--- src/rtl/ram_arb_pkg.sv ---
// Shared definitions for the RAM arbiter: owner encoding and default sizing.
package ram_arb_pkg;

    localparam int DEF_ADDR_W   = 8;
    localparam int DEF_DATA_W   = 16;
    localparam int DEF_MAX_WAIT = 4;

    // Owner / grant encoding, also used for the read-return tag.
    localparam logic [1:0] OWN_IDLE = 2'd0;
    localparam logic [1:0] OWN_CPU  = 2'd1;
    localparam logic [1:0] OWN_DMA  = 2'd2;

    // Squeeze the starvation limit into the 4-bit counter's legal range 1..15.
    function automatic logic [3:0] clamp_limit(input int v);
        if (v < 1) begin
            return 4'd1;
        end else if (v > 15) begin
            return 4'd15;
        end
        return 4'(v);
    endfunction

endpackage

--- src/rtl/arb_wait_cnt.sv ---
// DMA starvation counter: counts cycles a DMA request waits, holds at the limit.
module arb_wait_cnt (
    input  logic       clk,
    input  logic       rst,
    input  logic       inc,
    input  logic       clr,
    input  logic [3:0] limit,
    output logic [3:0] count,
    output logic       at_limit
);

    logic [3:0] r_count;

    // Count waiting cycles; clear wins over increment, saturate at limit.
    always_ff @(posedge clk or negedge rst) begin
        if (!rst) begin
            r_count <= 4'd0;
        end else if (clr) begin
            r_count <= 4'd0;
        end else if (inc && (r_count < limit)) begin
            r_count <= r_count + 4'd1;
        end
    end

    assign count    = r_count;
    assign at_limit = (r_count == limit);

endmodule

--- src/rtl/ram_arbiter.sv ---
// Single-port RAM arbiter between the CPU MEM stage and a DMA/loader port.
// CPU has priority until a waiting DMA request reaches MAX_WAIT cycles.
//
//   state    | meaning
//   ---------+--------------------------------------------
//   OWN_IDLE | no RAM access granted last cycle
//   OWN_CPU  | CPU was granted the RAM last cycle
//   OWN_DMA  | DMA was granted the RAM last cycle
module ram_arbiter
    import ram_arb_pkg::*;
#(
    parameter int ADDR_W   = DEF_ADDR_W,
    parameter int DATA_W   = DEF_DATA_W,
    parameter int MAX_WAIT = DEF_MAX_WAIT
) (
    input  logic              clk,
    input  logic              rst,
    input  logic              cpu_rd,
    input  logic              cpu_wr,
    input  logic [ADDR_W-1:0] cpu_addr,
    input  logic [DATA_W-1:0] cpu_wdata,
    output logic              cpu_stall,
    output logic              cpu_rvalid,
    output logic [DATA_W-1:0] cpu_rdata,
    input  logic              dma_req,
    input  logic              dma_we,
    input  logic [ADDR_W-1:0] dma_addr,
    input  logic [DATA_W-1:0] dma_wdata,
    output logic              dma_gnt,
    output logic              dma_rvalid,
    output logic [DATA_W-1:0] dma_rdata,
    output logic              ram_en,
    output logic              ram_we,
    output logic [ADDR_W-1:0] ram_addr,
    output logic [DATA_W-1:0] ram_wdata,
    input  logic [DATA_W-1:0] ram_rdata,
    output logic [1:0]        owner,
    output logic              err
);

    localparam logic [3:0] WAIT_LIMIT = clamp_limit(MAX_WAIT);

    logic [1:0] r_state;
    logic [1:0] r_rtag;
    logic       r_err;

    logic       w_cpu_req;
    logic       w_cpu_we;
    logic       w_dma_wins;
    logic [1:0] w_grant;
    logic       w_cpu_gnt;
    logic       w_dma_gnt;
    logic       w_wait_inc;
    logic       w_wait_clr;
    logic [3:0] w_wait_cnt;
    logic       w_at_limit;
    logic [1:0] w_rtag_nxt;

    // A simultaneous load+store is treated as a store; err flags it.
    assign w_cpu_req  = cpu_rd | cpu_wr;
    assign w_cpu_we   = cpu_wr;
    assign w_dma_wins = dma_req & (~w_cpu_req | w_at_limit);

    // Grant decision; nothing is granted while reset is held.
    always_comb begin
        w_grant = OWN_IDLE;
        if (rst) begin
            if (w_dma_wins) begin
                w_grant = OWN_DMA;
            end else if (w_cpu_req) begin
                w_grant = OWN_CPU;
            end
        end
    end

    assign w_cpu_gnt = (w_grant == OWN_CPU);
    assign w_dma_gnt = (w_grant == OWN_DMA);

    // Steer the granted requester onto the RAM port.
    always_comb begin
        ram_en    = 1'b0;
        ram_we    = 1'b0;
        ram_addr  = '0;
        ram_wdata = '0;
        if (w_cpu_gnt) begin
            ram_en    = 1'b1;
            ram_we    = w_cpu_we;
            ram_addr  = cpu_addr;
            ram_wdata = cpu_wdata;
        end else if (w_dma_gnt) begin
            ram_en    = 1'b1;
            ram_we    = dma_we;
            ram_addr  = dma_addr;
            ram_wdata = dma_wdata;
        end
    end

    assign cpu_stall = rst & w_cpu_req & ~w_cpu_gnt;
    assign dma_gnt   = w_dma_gnt;

    // A DMA withdrawal cancels the wait just like a grant does.
    assign w_wait_inc = dma_req & ~w_dma_gnt;
    assign w_wait_clr = ~dma_req | w_dma_gnt;

    arb_wait_cnt u_wait (
        .clk      (clk),
        .rst      (rst),
        .inc      (w_wait_inc),
        .clr      (w_wait_clr),
        .limit    (WAIT_LIMIT),
        .count    (w_wait_cnt),
        .at_limit (w_at_limit)
    );

    // Only granted reads produce a return next cycle.
    always_comb begin
        w_rtag_nxt = OWN_IDLE;
        if (w_cpu_gnt && !w_cpu_we) begin
            w_rtag_nxt = OWN_CPU;
        end else if (w_dma_gnt && !dma_we) begin
            w_rtag_nxt = OWN_DMA;
        end
    end

    // Owner state, read-return tag and sticky error flag.
    always_ff @(posedge clk or negedge rst) begin
        if (!rst) begin
            r_state <= OWN_IDLE;
            r_rtag  <= OWN_IDLE;
            r_err   <= 1'b0;
        end else begin
            r_state <= w_grant;
            r_rtag  <= w_rtag_nxt;
            if (cpu_rd && cpu_wr) begin
                r_err <= 1'b1;
            end
        end
    end

    // The saturating counter must never pass its limit.
    always_ff @(posedge clk) begin
        if (rst) begin
            assert (w_wait_cnt <= WAIT_LIMIT);
        end
    end

    assign owner      = r_state;
    assign err        = r_err;
    assign cpu_rvalid = (r_rtag == OWN_CPU);
    assign dma_rvalid = (r_rtag == OWN_DMA);
    assign cpu_rdata  = ram_rdata;
    assign dma_rdata  = ram_rdata;

endmodule

--- config.mk ---
export PLATFORM = sky130hd
export DESIGN_NAME = ram_arbiter
export DESIGN_NICKNAME = d
export VERILOG_FILES = /design/src/rtl/ram_arb_pkg.sv /design/src/rtl/arb_wait_cnt.sv /design/src/rtl/ram_arbiter.sv
export SDC_FILE = /design/constraint.sdc
export NUM_CORES = 1
export LEC_CHECK = 0
export ABC_AREA = 1
export CAP_MARGIN = 15
export CORE_UTILIZATION = 29
export CTS_CLUSTER_SIZE = 10
export DETAILED_ROUTE_END_ITERATION = 16
export PLACE_DENSITY = 0.88
export RECOVER_POWER = 50
export SETUP_SLACK_MARGIN = 0.3
export SLEW_MARGIN = 0
export SYNTH_ARGS = -nofsm -noshare
export SYNTH_HDL_FRONTEND = slang
export SYNTH_SLANG_ARGS = --single-unit
--- constraint.sdc ---
create_clock -name clk -period 4.7 [get_ports clk]
set_input_delay 1.41 -clock clk [delete_from_list [all_inputs] [get_ports clk]]
set_output_delay 1.41 -clock clk [all_outputs]
set_load 0.01 [all_outputs]
==> impl_metrics.csv <==
group,metric,value,unit
worst_setup_path,cp_slowest_cell,"dlygate4sd2_1",
power_and_ir_drop,seqPwrFrac,25.5,%
timing,grt_setup_unrepaired,"false",
timing,min_period,4.413,ns
layout,seqCellArea,225.2,µm²
power_and_ir_drop,leakage,0.9971,nW
clocking,clkSinkCount,9,
worst_setup_path,start_kind,"input pin",
min_path,min_from,"err$_DFFE_PN0P_",
yosys,synth_nets,246,
worst_setup_path,worstReg2RegEnd,"u_wait.count[1]$_DFFE_PN0P_",
die,num_rows,22,
timing,setup_violations,0,
min_path,hold_depth,1,
placement,hpwlAfterDp,2.400,mm
route,drtPass1Iterations,4,
timing,finalHoldViolations,0,
yosys,synthCells,171,
route,vias,1307,
route,routed_via_density,4.554,
yosys,synth_top_area_share,24.38,%
power_and_ir_drop,ir_drop,77.93,µV
clocking,cts_tree,"built",
die,initial_core_util,30.28,%
worst_setup_path,crit_path_end_kind,"primary output",
route,initialDrtViolationCount,27,
layout,mostFrequentLayoutCell,"nand2_1",
timing,skew,0.001513,ns
worst_setup_path,required,3.29,ns
placement,gp_congestion,0.7475,
yosys,synth_top_family_by_area,"simple AND/OR/NAND/NOR gates",
yosys,avgSynthCellArea,6.483,µm²
clocking,clk_pin_slew,0.05,ns
clocking,cts_buffers,3,
route,ant_nets,0,
clocking,cts-root-buf,"clkbuf_8",
layout,fill_cells,353,
worst_setup_path,critPathKind,"input pin to primary output",
timing,tns,0,ns
worst_setup_path,reg2reg_slack,2.75,ns
die,core_area,3661,µm²
worst_setup_path,worstPathCellList,"dlygate4sd2_1, nor2_1, inv_2, nand2_4, nand3_4, inv_1, ha_4, buf_12, nand3_1, nand2_1, dlygate4sd2_1",
die,top_level_ports,135,
worst_setup_path,crit_top_cell,"dlygate4sd2_1",
timing,fin_ws,0.2867,ns
global_routing,grt_pass1_wl,5.354,mm
power_and_ir_drop,clockPowerShare,27.4,%
die,fp.dieH,63.83,µm
yosys,synthTopCellsByArea,"buf_4 24%, dfrtp_1 20%, nand2_1 19%",
worst_setup_path,crit_family,"buffers and inverters",
global_routing,grt_pass1_vias,1276,
global_routing,grt-ovfl-total,0,
layout,area_growth,78.78,%
global_routing,grt_usage,16.86,%
global_routing,antenna_found_initial,0,
route,wl_per_cell,11.92,µm
min_path,min_path_type,"flop to flop",
die,die_area,4074,µm²
power_and_ir_drop,p_int,0.2352,mW
timing,period_share,93.90,%
clocking,cts_hold_buf,0,
power_and_ir_drop,swShare,30.32,%
yosys,synth_fa_ha_area_share,5.643,%
power_and_ir_drop,combinationalPowerShare,47.1,%
clocking,clk_path_buf_depth,2,
timing,slew-limit-headroom,79.74,%
clocking,cts_max_level,1,
worst_setup_path,crit_arrival,3.00,ns
yosys,synth_mux_area_share,0,%
layout,nets,315,
power_and_ir_drop,powerDensity,170.4,nW/µm²
run,maxCapViolations,0,
timing,fmaxAchievable,0.2266,GHz
worst_setup_path,r2r_start,"u_wait.count[0]$_DFFE_PN0P_",
yosys,yosysSeqAreaShare,20.32,%
worst_setup_path,critPathMaxStageDelay,0.27,ns
yosys,ys_warn_count,0,
placement,dp_slack,-0.2485,ns
yosys,synth.largest_area_cell,"buf_4",
layout,antennaDiodeCount,0,
layout,layout-drive-gt1-share,19.67,%
die,die_w,63.83,µm
yosys,syn-cell-area,1109,µm²
worst_setup_path,crit_fanout,13,
clocking,clk_latency,0.24,ns
power_and_ir_drop,switchingPower,0.1024,mW
outcome,status,"complete, no violations",
worst_setup_path,reg2reg_depth,14,
timing,worst_pin_slew,0.3039,ns
placement,port-buffer-count,86,
route,finalWirelength,3.422,mm
route,drc,0,
yosys,synth-seq-cells,9,
layout,final_cell_mix,"56 x nand2_1, 49 x clkdlybuf4s50_1, 26 x nand3_1",
yosys,synthSimpleGateAreaFrac,36.91,%
global_routing,grt_max_degree,18,
timing,slew_viol_final,0,
yosys,synth_compound_area_share,2.822,%
yosys,ys_types,17,
min_path,whs_endpoint,"err$_DFFE_PN0P_",
layout,multi_input_area,554.3,µm²
worst_setup_path,cp_num_buf_inv,5,
yosys,synth-xor-area-share,0,%
-- flip-flops by register name, summed over array words and instances, names as in the netlist --
signal,count
u_wait.count,4
owner,2
r_rtag,2
err,1
-- repair_timing --
| item | in CTS | in global routing |
|---|---|---|
| endpoints found under the hold margin | 0 | 0 |
| pin swaps | 3 | 5 |
| endpoints found under the setup margin | 28 | 25 |
| resized for setup | 63 | 27 |
| gates cloned | 2 | 0 |
| buffers inserted | 4 | 2 |
-- cell usage after synthesis --
cell type,n
dfrtp_1,9
buf_6,4
ha_1,5
nand3_1,26
o21ai_0,1
buf_4,36
nand3_2,1
inv_2,1
nand2_1,56
inv_1,14
nand2_2,2
nand4_1,2
inv_6,1
a21oi_2,1
a21oi_1,2
nor2_1,9
a21o_1,1
-- cell families after synthesis --
kind of cell	Yosys count
fa+ha+maj	5
simple gates	96
buf+inv	56
flops	9
compound gates	5
-- final cells by class --
| type | instances | share of cell area, % |
|---|---|---|
| tap | 48 | 3.030 |
| timing repair buffer | 104 | 52.08 |
| clock buffer | 4 | 2.273 |
| multi-input combinational | 106 | 27.97 |
| sequential | 9 | 11.36 |
| inverter | 16 | 3.283 |
-- per-stage QoR --
step	instances	hold WS (ns)	util [%]	power (mW)	area (µm²)
floorplan	171	0.4675	-	0.1706	1109
global placement	275	0.4449	49.56	0.2336	1814
detailed placement	275	0.4550	49.56	0.2369	1814
CTS	285	0.4613	54.48	0.3397	1994
global route	287	0.4867	54.14	0.3561	1982
finish	287	0.4526	54.14	0.3376	1982
-- layer usage --
| layer | vias up | wire length [µm] | track usage, % |
|---|---|---|---|
| met5 | - | 0 | 0 |
| met4 | 0 | 62 | 7.386 |
| met3 | 9 | 326 | 3.750 |
| met2 | 73 | 1777 | 31.52 |
| met1 | 591 | 1256 | 17.80 |
| li1 | 634 | - | - |
-- power groups by stage --
| stage | Combinational [mW] | Clock [mW] | Sequential (mW) |
|---|---|---|---|
| floorplan | 0.0835 | 0 | 0.0871 |
| global placement | 0.147 | 0 | 0.0871 |
| detailed placement | 0.149 | 0 | 0.0875 |
| CTS | 0.160 | 0.0938 | 0.0863 |
| global route | 0.173 | 0.0964 | 0.0868 |
| finish | 0.159 | 0.0925 | 0.0862 |
-- worst max path at each step --
stage / from / end / cells past startpoint
4_1_cts: cpu_rd / ram_addr[7] / 11
2_1_floorplan: cpu_wr / ram_addr[0] / 10
3_3_place_gp: cpu_wr / ram_wdata[14] / 11
3_5_place_dp: cpu_wr / ram_wdata[9] / 11
5_1_grt: cpu_wr / ram_addr[2] / 11
6_report: cpu_wr / ram_addr[2] / 11
Note: power is estimated with default switching activity, not from simulation.
